`src/rtl/fetch_unit.sv`:
```
// -----------------------------------------------------------------------------
// fetch_unit
//   Instruction-fetch front end of the 5-stage RV32I pipeline. Generates the
//   next fetch PC, drives a 1-cycle synchronous instruction memory, and
//   registers the fetched word and its PC into the IF/ID boundary. A stall
//   from the hazard unit is absorbed by a one-entry skid buffer, so the word
//   already in flight is kept. A redirect from execute flushes the output to
//   NOP and restarts fetch at the target.
//
//   Optional feature macro: FETCH_PERF_EN adds the perf_fetched and
//   perf_bubbles counters and ports.
//
// Ports
//   clk          pipeline clock, all state updates on posedge
//   reset        asynchronous, active-high reset
//   stall        hazard-unit stall, freezes fetch and the IF/ID outputs
//   redirect     taken branch/jump from execute (wins over stall)
//   redirect_pc  target byte address, bits [1:0] are ignored
//   imem_addr    word-aligned fetch address (registered)
//   imem_rdata   instruction for the address presented the previous cycle
//   if_pc        PC of if_instr
//   if_instr     fetched instruction, NOP_INSTR when if_valid=0
//   if_valid     if_instr is a real fetched instruction
//   perf_fetched count of edges loading a valid instruction (FETCH_PERF_EN)
//   perf_bubbles count of unstalled edges loading a bubble (FETCH_PERF_EN)
// -----------------------------------------------------------------------------
module fetch_unit #(
  parameter logic [31:0] RESET_PC  = 32'h0000_2000,
  parameter logic [31:0] NOP_INSTR = 32'h0000_0013
) (
  input  logic        clk,
  input  logic        reset,
  input  logic        stall,
  input  logic        redirect,
  input  logic [31:0] redirect_pc,
  output logic [31:0] imem_addr,
  input  logic [31:0] imem_rdata,
  output logic [31:0] if_pc,
  output logic [31:0] if_instr,
`ifdef FETCH_PERF_EN
  output logic        if_valid,
  output logic [31:0] perf_fetched,
  output logic [31:0] perf_bubbles
`else
  output logic        if_valid
`endif
);

  // BOOT: no wanted response in flight, skid empty
  // RUN : imem_rdata this cycle belongs to resp_pc, skid empty
  // HOLD: skid holds the word that arrived while stalled
  typedef enum logic [1:0] {
    BOOT = 2'd0,
    RUN  = 2'd1,
    HOLD = 2'd2
  } state_t;

  state_t      state;
  logic [31:0] fetch_pc;
  logic [31:0] resp_pc;
  logic        resp_valid;
  logic [31:0] skid_pc;
  logic [31:0] skid_instr;
  logic        skid_valid;

  logic [31:0] target_pc;
  logic        unused_bits;

  // Instruction memory is word addressed; the low address bits are dropped.
  assign target_pc   = {redirect_pc[31:2], 2'b00};
  assign unused_bits = ^redirect_pc[1:0];
  assign imem_addr   = fetch_pc;

  // Next-PC, response tracking, skid buffer and IF/ID output registers.
  always_ff @(posedge clk or posedge reset) begin
    if (reset) begin
      state      <= BOOT;
      fetch_pc   <= RESET_PC;
      resp_pc    <= 32'h0000_0000;
      resp_valid <= 1'b0;
      skid_pc    <= 32'h0000_0000;
      skid_instr <= NOP_INSTR;
      skid_valid <= 1'b0;
      if_pc      <= 32'h0000_0000;
      if_instr   <= NOP_INSTR;
      if_valid   <= 1'b0;
    end else if (redirect) begin
      // Flush everything in flight, including a full skid. resp_pc also takes
      // the target so the bubble that follows never shows a stale PC.
      state      <= BOOT;
      fetch_pc   <= target_pc;
      resp_pc    <= target_pc;
      resp_valid <= 1'b0;
      skid_valid <= 1'b0;
      if_pc      <= target_pc;
      if_instr   <= NOP_INSTR;
      if_valid   <= 1'b0;
    end else if (stall) begin
      // Keep the word arriving now; the held address is re-read next cycle
      // but that copy is discarded since resp_valid drops.
      if (resp_valid && !skid_valid) begin
        skid_pc    <= resp_pc;
        skid_instr <= imem_rdata;
        skid_valid <= 1'b1;
        state      <= HOLD;
      end else begin
        skid_valid <= skid_valid;
        state      <= state;
      end
      resp_valid <= 1'b0;
    end else begin
      case (state)
        HOLD: begin
          if_pc    <= skid_pc;
          if_instr <= skid_instr;
          if_valid <= 1'b1;
        end
        RUN: begin
          if_pc    <= resp_pc;
          if_instr <= imem_rdata;
          if_valid <= 1'b1;
        end
        default: begin
          if_pc    <= resp_pc;
          if_instr <= NOP_INSTR;
          if_valid <= 1'b0;
        end
      endcase
      resp_pc    <= fetch_pc;
      resp_valid <= 1'b1;
      fetch_pc   <= fetch_pc + 32'd4;
      skid_valid <= 1'b0;
      state      <= RUN;
    end
  end

`ifdef FETCH_PERF_EN
  logic loads_valid;

  // An unstalled, unredirected edge loads a real word from HOLD or RUN.
  assign loads_valid = (state == HOLD) || (state == RUN);

  // Fetch/bubble counters; stalled edges load nothing and are not counted.
  always_ff @(posedge clk or posedge reset) begin
    if (reset) begin
      perf_fetched <= 32'd0;
      perf_bubbles <= 32'd0;
    end else if (stall) begin
      perf_fetched <= perf_fetched;
      perf_bubbles <= perf_bubbles;
    end else if (!redirect && loads_valid) begin
      perf_fetched <= perf_fetched + 32'd1;
    end else begin
      perf_bubbles <= perf_bubbles + 32'd1;
    end
  end
`endif

endmodule

```
`config.mk`:
```
export PLATFORM = sky130hd
export DESIGN_NAME = fetch_unit
export DESIGN_NICKNAME = d
export VERILOG_FILES = /design/src/rtl/fetch_unit.sv
export SDC_FILE = /design/constraint.sdc
export NUM_CORES = 1
export LEC_CHECK = 0
export CAP_MARGIN = 40
export CORE_MARGIN = 1
export CORE_UTILIZATION = 48
export DETAILED_ROUTE_END_ITERATION = 7
export PLACE_DENSITY = 0.71
export SYNTH_ARGS = -nofsm -noshare
export SYNTH_HDL_FRONTEND = slang
export SYNTH_SLANG_ARGS = --single-unit
```
`constraint.sdc`:
```
create_clock -name clk -period 7.8 [get_ports clk]
set_clock_uncertainty 0.15 [all_clocks]
set_input_delay 0.78 -clock clk [delete_from_list [all_inputs] [get_ports clk]]
set_output_delay 0.78 -clock clk [all_outputs]
set_load 0.03 [all_outputs]
```
==> metrics.txt, run 1 <==
# TYPE chip_impl_metric gauge
chip_impl_metric{name="setup_total_negative_slack",unit="ps"} 0
chip_impl_info{name="timing.critical_path.to_type",value="flip-flop"} 1
chip_impl_metric{name="largest_net_degree_at_the_start_of_global_routing",unit=""} 113
chip_impl_info{name="timing.critical_path.from_type",value="input pin"} 1
chip_impl_metric{name="placed_cells_incl_taps",unit=""} 1145
chip_impl_metric{name="period_share",unit="%"} 49.1
chip_impl_info{name="criticalPathCategory",value="in -> reg"} 1
chip_impl_metric{name="finalPower",unit="mW"} 2.55
chip_impl_metric{name="global_route.overflow_total",unit=""} 0
chip_impl_metric{name="worst_skew_pair.late_latency",unit="ps"} 430
chip_impl_metric{name="post-cts-setup-buffers",unit=""} 0
chip_impl_metric{name="yosys.cell_types.count",unit=""} 45
chip_impl_metric{name="drt-total-wl",unit="um"} 20000
chip_impl_metric{name="placement.io_buffers",unit=""} 160
chip_impl_metric{name="chipWidth",unit="um"} 137
chip_impl_metric{name="drtIter0Drc",unit=""} 363
chip_impl_metric{name="post-dp-hpwl",unit="um"} 12600
chip_impl_metric{name="cts_max_level",unit=""} 4
chip_impl_metric{name="synth_async_sr_flop_share",unit="%"} 100
chip_impl_metric{name="synthesis.area_per_instance",unit="um2"} 10.8
chip_impl_metric{name="postRouteAntennaNets",unit=""} 0
chip_impl_metric{name="syn_area",unit="mm2"} 0.00870
chip_impl_metric{name="die_h",unit="um"} 137
chip_impl_info{name="yosys-top-cells-area",value="dfrtp_1, mux2_2, mux2i_1"} 1
chip_impl_metric{name="leakagePower",unit="nW"} 4.44
chip_impl_metric{name="max_clock_freq",unit="MHz"} 261
chip_impl_metric{name="drv.max_cap_violation_count",unit=""} 0
chip_impl_info{name="grt_setup_unrepaired",value="false"} 1
chip_impl_metric{name="layout-drive-gt1-share",unit="%"} 12.9
chip_impl_info{name="synth_most_common_cell",value="dfrtp_1"} 1
chip_impl_info{name="synth_flop_cell",value="dfrtp_1"} 1
chip_impl_metric{name="synth_seq_cells",unit=""} 191
chip_impl_metric{name="hold_fix_buffers_at_cts",unit=""} 0
chip_impl_metric{name="ir_drop",unit="mV"} 0.172
chip_impl_metric{name="grt_pass1_wl",unit="um"} 32600
chip_impl_metric{name="post_layout_net_count",unit=""} 1010
chip_impl_metric{name="floorplan.core_area",unit="mm2"} 0.0175
chip_impl_metric{name="io-pin-count",unit=""} 165
chip_impl_metric{name="fillCellCount",unit=""} 1449
chip_impl_metric{name="fp-row-count",unit=""} 48
chip_impl_metric{name="yosys_warnings",unit=""} 0
chip_impl_metric{name="die_area",unit="mm2"} 0.0187
chip_impl_metric{name="synth_edf_count",unit=""} 0
chip_impl_metric{name="detailed_place.area",unit="mm2"} 0.0105
chip_impl_metric{name="clkSlewWorstSetupHoldPaths",unit="ps"} 70
chip_impl_metric{name="antenna_cells_inserted",unit=""} 0
chip_impl_metric{name="wp_data_required",unit="ps"} 7970
chip_impl_metric{name="finish.cell_count_without_fillers",unit=""} 1177
chip_impl_metric{name="yosysSeqAreaShare",unit="%"} 55.0
chip_impl_metric{name="synth_top_area_share",unit="%"} 52.9
chip_impl_info{name="highest-signal-layer",value="met4"} 1
chip_impl_metric{name="cts-buffers-inserted",unit=""} 17
chip_impl_metric{name="post-route-drc-count",unit=""} 0
chip_impl_metric{name="finalHoldViolCount",unit=""} 0
chip_impl_metric{name="gp_routability_congestion",unit=""} 0.800
chip_impl_metric{name="vias",unit=""} 6483
chip_impl_metric{name="report.final.setup_viol",unit=""} 0
chip_impl_info{name="timing.hold.worst.class",value="reg -> reg"} 1
chip_impl_metric{name="met2_wire_length",unit="um"} 9280
chip_impl_metric{name="clock_tree.buffer_depth",unit=""} 2
chip_impl_info{name="synth_top_area_cell",value="dfrtp_1"} 1
chip_impl_metric{name="start_util",unit="%"} 49.8
chip_impl_info{name="outcome",value="finished clean"} 1
chip_impl_info{name="clock_tree_from_tritoncts",value="built"} 1
chip_impl_metric{name="ctsResizeCount",unit=""} 0
chip_impl_metric{name="antenna_found_initial",unit=""} 0
chip_impl_metric{name="flow.area_growth_from_synthesis",unit="%"} 27.3
chip_impl_metric{name="track_usage",unit="%"} 22.6
chip_impl_metric{name="fin_worst_hold_slack",unit="ps"} 328
chip_impl_metric{name="routed-wl-met3",unit="um"} 1240
chip_impl_metric{name="slew-limit-headroom",unit="%"} 44.0
chip_impl_metric{name="drt_first_pass_iters",unit=""} 4
chip_impl_metric{name="clock-sinks",unit=""} 191
chip_impl_metric{name="final_cell_area",unit="mm2"} 0.0111
chip_impl_metric{name="cp.arrival",unit="ps"} 4000
chip_impl_metric{name="wl_per_cell",unit="um"} 17.0
chip_impl_metric{name="crit_path_max_fanout",unit=""} 82
chip_impl_info{name="cts_root_buffer",value="clkbuf_16"} 1
chip_impl_metric{name="power_density",unit="mW/mm2"} 230
chip_impl_metric{name="post-route-min-period",unit="ps"} 3830
chip_impl_metric{name="timing_max_transition_violations_final",unit=""} 0
chip_impl_metric{name="vias_in_the_first_global_route",unit=""} 6223
chip_impl_metric{name="route.layer.met1.wl",unit="um"} 9330
chip_impl_metric{name="post_synth_inst_count",unit=""} 807
chip_impl_metric{name="vias_per_cell",unit=""} 5.51
chip_impl_info{name="synthTopCellsByCount",value="dfrtp_1, nor2_1, a21oi_1"} 1
chip_impl_metric{name="worst_pin_slew",unit="ps"} 839
## where the power goes
part	switching [mW]	internal (mW)
clock network	0.379	0.484
registers	0.0958	1.13
logic	0.236	0.222
## flip-flops by register name, summed over array words and instances (netlist names)
register,count
skid_pc,31
if_instr,32
skid_instr,32
if_pc,31
if_valid,1
skid_valid,1
resp_valid,1
imem_addr,30
state,1
resp_pc,31
## cell usage in the layout, fill, tap and decap left out, types with 3 or more instances in the layout
cell,count
nor2_1,76
buf_4,8
clkbuf_1,3
dfstp_2,7
a21oi_1,75
and4_1,6
clkdlybuf4s50_1,158
nand2_1,71
nor4_1,6
buf_16,3
xnor2_1,6
clkbuf_16,17
o31ai_1,7
mux2_2,63
or4_1,8
nand3_1,8
inv_1,5
mux2i_1,60
nand4_1,6
nor3_1,6
a221oi_1,3
clkinvlp_4,5
a22oi_1,29
a31oi_1,10
nor2b_1,5
or3_1,6
o21ai_0,63
a311oi_1,3
dfrtp_1,184
a211oi_1,4
xor2_1,7
## area by class of cell
| class | instances | area, um2 | area share (%) |
|---|---|---|---|
| Clock inverter | 11 | 133 | 1.20 |
| Clock buffer | 21 | 450 | 4.07 |
| Sequential cell | 191 | 4790 | 43.2 |
| Multi-Input combinational cell | 552 | 3660 | 33.1 |
| Tap cell | 225 | 282 | 2.54 |
| Timing Repair Buffer | 170 | 1730 | 15.6 |
| Inverter | 7 | 33.8 | 0.305 |
## metrics by stage
| stage | setup slack (ps) | utilization [%] |
|---|---|---|
| 2_1_floorplan | 1680 | - |
| 3_3_place_gp | 3500 | 59.6 |
| 3_5_place_dp | 3500 | 60.1 |
| 4_1_cts | 3940 | 63.4 |
| 5_1_grt | 3770 | 63.4 |
| 6_report | 3970 | 63.4 |
## cell families after synthesis
logic type | Yosys count | synth area share [%]
AO/OA/AOI/OAI | 196 | 12.9
multiplexers | 123 | 15.1
other | 1 | 0.0431
XOR/XNOR | 13 | 1.31
buffers and inverters | 65 | 3.18
AND/OR/NAND/NOR | 215 | 12.1
flip-flops | 191 | 55.0
adder cells (fa/ha/maj) | 3 | 0.431
## per-layer routing
metal / track usage [%] / up-vias
li1: - / 3158
met1: 31.2 / 3135
met2: 35.8 / 176
met3: 5.30 / 14
met4: 5.74 / 0
met5: 0 / -
## final timing paths
kind	from	end	slack (ps)	cells after the start
max	redirect	skid_instr[29]$_DFFE_PP0P_	3970	8
min in group asynchronous	reset	if_instr[26]$_DFFE_PP0N_	760	2
min	if_instr[5]$_DFFE_PP0N_	if_instr[5]$_DFFE_PP0N_	330	2
min reg2reg	if_instr[5]$_DFFE_PP0N_	if_instr[5]$_DFFE_PP0N_	330	2
max in group asynchronous	reset	if_instr[1]$_DFFE_PP1N_	5400	4
max reg2reg	imem_addr[2]$_DFFE_PP0N_	imem_addr[22]$_DFFE_PP0N_	5110	5
## critical path, stage by stage
cell and delay, ps:
buf_2 100, buf_4 350, inv_2 110, buf_4 650, nand2_1 380, nor2_4 450, buf_4 670, mux2_2 420
Note: power is estimated with default switching activity, not from simulation.
==> run 2, diff against run 1 <==
CORE_UTILIZATION = 47   (was 48)
PLACE_DENSITY = 0.72   (was 0.71)
clock period = 3.4 ns   (was 7.8 ns; I/O delays follow)
==> run 2 against run 1 <==
Effect of this change: worst hold slack lost 200 ps; largest cell class unchanged; critical path depth is 2 lower; via count increased by 2.2%; core utilization shrank 1.1 points; design area grew 1.3%; non-clock buffer count is 8 higher; cell count grew 1.0%; die area up 2.1%; wire length grew 1.7%; worst setup slack got worse by 3100 ps.
==> metrics.txt, run 2 (synthesis results as in run 1) <==
# TYPE chip_impl_metric gauge
chip_impl_info{name="outcome",value="finished clean"} 1
chip_impl_metric{name="clock-sinks",unit=""} 191
chip_impl_info{name="most_common_cell_after_layout_fill_and_taps_aside",value="dfrtp_1"} 1
chip_impl_info{name="crit_chain",value="ha_1, nand4_1, buf_4, or3_1, or4_1, a31oi_1"} 1
chip_impl_metric{name="fraction_of_power_spent_switching_nets",unit="%"} 27.7
chip_impl_metric{name="flow.area_growth_from_synthesis",unit="%"} 28.9
chip_impl_metric{name="die_area",unit="mm2"} 0.0191
chip_impl_metric{name="crit_path_max_fanout",unit=""} 8
chip_impl_metric{name="gp_routability_congestion",unit=""} 0.760
chip_impl_metric{name="ctsResizeCount",unit=""} 0
chip_impl_metric{name="timing.critical_path.slowest_cell_delay",unit="ps"} 520
chip_impl_metric{name="final_cell_area",unit="mm2"} 0.0112
chip_impl_info{name="timing.hold.worst.class",value="in -> reg"} 1
chip_impl_metric{name="period_share",unit="%"} 73.0
chip_impl_metric{name="vias_in_the_first_global_route",unit=""} 6524
chip_impl_metric{name="register_cell_area_after_layout",unit="mm2"} 0.00479
chip_impl_metric{name="post_layout_net_count",unit=""} 1018
chip_impl_metric{name="post-route-drc-count",unit=""} 0
chip_impl_info{name="grt_setup_unrepaired",value="false"} 1
chip_impl_info{name="final_cell_mix",value="dfrtp_1, clkdlybuf4s50_1, nor2_1"} 1
chip_impl_metric{name="start_util",unit="%"} 48.3
chip_impl_metric{name="worst_skew_pair.late_latency",unit="ps"} 430
chip_impl_metric{name="post-cts-setup-buffers",unit=""} 0
chip_impl_metric{name="antenna_cells_inserted",unit=""} 0
chip_impl_metric{name="report.final.setup_viol",unit=""} 0
chip_impl_metric{name="timing_max_transition_violations_final",unit=""} 0
chip_impl_metric{name="max_clock_freq",unit="MHz"} 403
chip_impl_info{name="critPathLaunch",value="imem_addr[2]$_DFFE_PP0N_"} 1
chip_impl_metric{name="die_h",unit="um"} 138
chip_impl_metric{name="power_density",unit="mW/mm2"} 541
chip_impl_metric{name="detailed_place.area",unit="mm2"} 0.0106
chip_impl_info{name="clock_tree_from_tritoncts",value="built"} 1
chip_impl_metric{name="multi_input_comb_area",unit="mm2"} 0.00366
chip_impl_metric{name="routed-wl-met3",unit="um"} 1150
chip_impl_metric{name="leakagePower",unit="nW"} 4.53
chip_impl_info{name="kind_of_cell_adding_the_most_delay_to_the_critical_path",value="simple AND/OR/NAND/NOR gates"} 1
chip_impl_metric{name="route.layer.met1.wl",unit="um"} 9470
chip_impl_metric{name="drtIter0Drc",unit=""} 460
chip_impl_metric{name="finalHoldViolCount",unit=""} 0
chip_impl_metric{name="fillCellCount",unit=""} 1505
chip_impl_info{name="critical_path.reg2reg.startpoint",value="imem_addr[2]$_DFFE_PP0N_"} 1
chip_impl_metric{name="total_switching_power",unit="mW"} 1.68
chip_impl_metric{name="clkSlewWorstSetupHoldPaths",unit="ps"} 70
chip_impl_metric{name="met2_wire_length",unit="um"} 9560
chip_impl_metric{name="setup_total_negative_slack",unit="ps"} 0
chip_impl_info{name="timing.critical_path.to_type",value="flip-flop"} 1
chip_impl_metric{name="hold_fix_buffers_at_cts",unit=""} 0
chip_impl_metric{name="wp_data_required",unit="ps"} 3610
chip_impl_metric{name="p_clk_share",unit="%"} 36.1
chip_impl_metric{name="share_comb_of_total_power",unit="%"} 17.5
chip_impl_metric{name="vias_per_cell",unit=""} 5.57
chip_impl_metric{name="ff2ff_path_depth",unit=""} 6
chip_impl_metric{name="floorplan.core_area",unit="mm2"} 0.0180
chip_impl_metric{name="antenna_found_initial",unit=""} 1
chip_impl_metric{name="largest_net_degree_at_the_start_of_global_routing",unit=""} 82
chip_impl_metric{name="drt_first_pass_iters",unit=""} 5
chip_impl_metric{name="power.sequential.fraction",unit="%"} 46.4
chip_impl_metric{name="ff2ff_setup_slack",unit="ps"} 920
chip_impl_metric{name="drv.max_cap_violation_count",unit=""} 0
chip_impl_metric{name="path_buf_inv",unit=""} 1
chip_impl_metric{name="chipWidth",unit="um"} 138
chip_impl_metric{name="post-route-min-period",unit="ps"} 2480
chip_impl_metric{name="number_of_cells_on_the_critical_path",unit=""} 6
chip_impl_metric{name="vias",unit=""} 6626
chip_impl_metric{name="global_route.overflow_total",unit=""} 0
chip_impl_metric{name="finalPower",unit="mW"} 6.07
chip_impl_info{name="crit_path_end",value="imem_addr[22]$_DFFE_PP0N_"} 1
chip_impl_metric{name="timing.final.ws_setup",unit="ps"} 917
chip_impl_metric{name="layout-drive-gt1-share",unit="%"} 14.0
chip_impl_metric{name="worstHoldPathCells",unit=""} 2
chip_impl_metric{name="io-pin-count",unit=""} 165
chip_impl_metric{name="placement.io_buffers",unit=""} 160
chip_impl_info{name="cts_root_buffer",value="clkbuf_16"} 1
chip_impl_metric{name="cp.arrival",unit="ps"} 2690
chip_impl_metric{name="worst_pin_slew",unit="ps"} 846
chip_impl_metric{name="clock_tree.buffer_depth",unit=""} 2
chip_impl_info{name="timing.critical_path.from_type",value="flip-flop"} 1
chip_impl_info{name="criticalPathCategory",value="reg -> reg"} 1
chip_impl_metric{name="slew-limit-headroom",unit="%"} 43.1
chip_impl_metric{name="wl_per_cell",unit="um"} 17.1
chip_impl_metric{name="track_usage",unit="%"} 22.3
chip_impl_metric{name="drt-total-wl",unit="um"} 20400
chip_impl_metric{name="fp-row-count",unit=""} 49
chip_impl_metric{name="preCtsSetupSlack",unit="ps"} 961
chip_impl_info{name="critical_path.reg2reg.endpoint",value="imem_addr[22]$_DFFE_PP0N_"} 1
chip_impl_metric{name="postRouteAntennaNets",unit=""} 0
chip_impl_metric{name="cts_max_level",unit=""} 4
chip_impl_metric{name="power_report.internal_total",unit="mW"} 4.39
chip_impl_info{name="slowest_stage",value="dfrtp_1"} 1
chip_impl_metric{name="grt_pass1_wl",unit="um"} 34400
chip_impl_metric{name="cts-buffers-inserted",unit=""} 17
chip_impl_info{name="top_regs",value="if_instr (32), skid_instr (32)"} 1
chip_impl_metric{name="post-dp-hpwl",unit="um"} 13200
chip_impl_metric{name="ir_drop",unit="mV"} 0.405
chip_impl_info{name="highest-signal-layer",value="met5"} 1
-- run 2: cell types whose count changed in the layout (fill, tap and decap cells not counted) --
cell,change
buf_16,-2
clkinv_4,-1
inv_6,+5
buf_12,+4
clkinvlp_4,-4
bufinv_16,+2
clkbuf_1,-3
buf_4,+6
inv_8,+1
-- run 2: cell type report --
cell class | count | share of cell area, %
Sequential cell | 191 | 42.7
Timing Repair Buffer | 178 | 16.0
Multi-Input combinational cell | 552 | 32.7
Clock buffer | 18 | 3.91
Tap cell | 229 | 2.55
Clock inverter | 14 | 1.90
Inverter | 7 | 0.268
-- run 2: routing by layer --
layer / vias to the layer above / GRT usage, %
met5: - / 0
met4: 2 / 5.55
met3: 16 / 6.06
met2: 178 / 34.6
met1: 3259 / 31.1
li1: 3171 / -
-- run 2: power groups by stage --
stage | Clock, mW | Sequential [mW] | Combinational (mW)
6_report | 2.19 | 2.81 | 1.06
5_1_grt | 2.34 | 2.86 | 1.16
4_1_cts | 2.24 | 2.81 | 1.08
3_5_place_dp | 0 | 2.85 | 1.07
3_3_place_gp | 0 | 2.83 | 1.05
2_1_floorplan | 0 | 2.96 | 0.539
-- run 2: how the worst min path moves through the flow --
stage | from | endpoint | slack (ps)
3_3_place_gp | if_instr[17]$_DFFE_PP0N_ | if_instr[17]$_DFFE_PP0N_ | 310
5_1_grt | stall | state[0]$_DFFE_PP0P_ | 150
6_report | stall | state[0]$_DFFE_PP0P_ | 130
2_1_floorplan | redirect_pc[28] | if_pc[28]$_DFFE_PP0N_ | 310
4_1_cts | stall | state[0]$_DFFE_PP0P_ | 120
3_5_place_dp | if_valid$_DFFE_PP0N_ | if_valid$_DFFE_PP0N_ | 310
-- run 2: per-stage QoR --
step | cells | hold slack [ps] | util [%]
floorplan | 808 | 307 | -
global placement | 1156 | 310 | 58.5
detailed placement | 1157 | 313 | 58.6
CTS | 1189 | 119 | 62.2
global route | 1189 | 146 | 62.2
finish | 1189 | 131 | 62.2
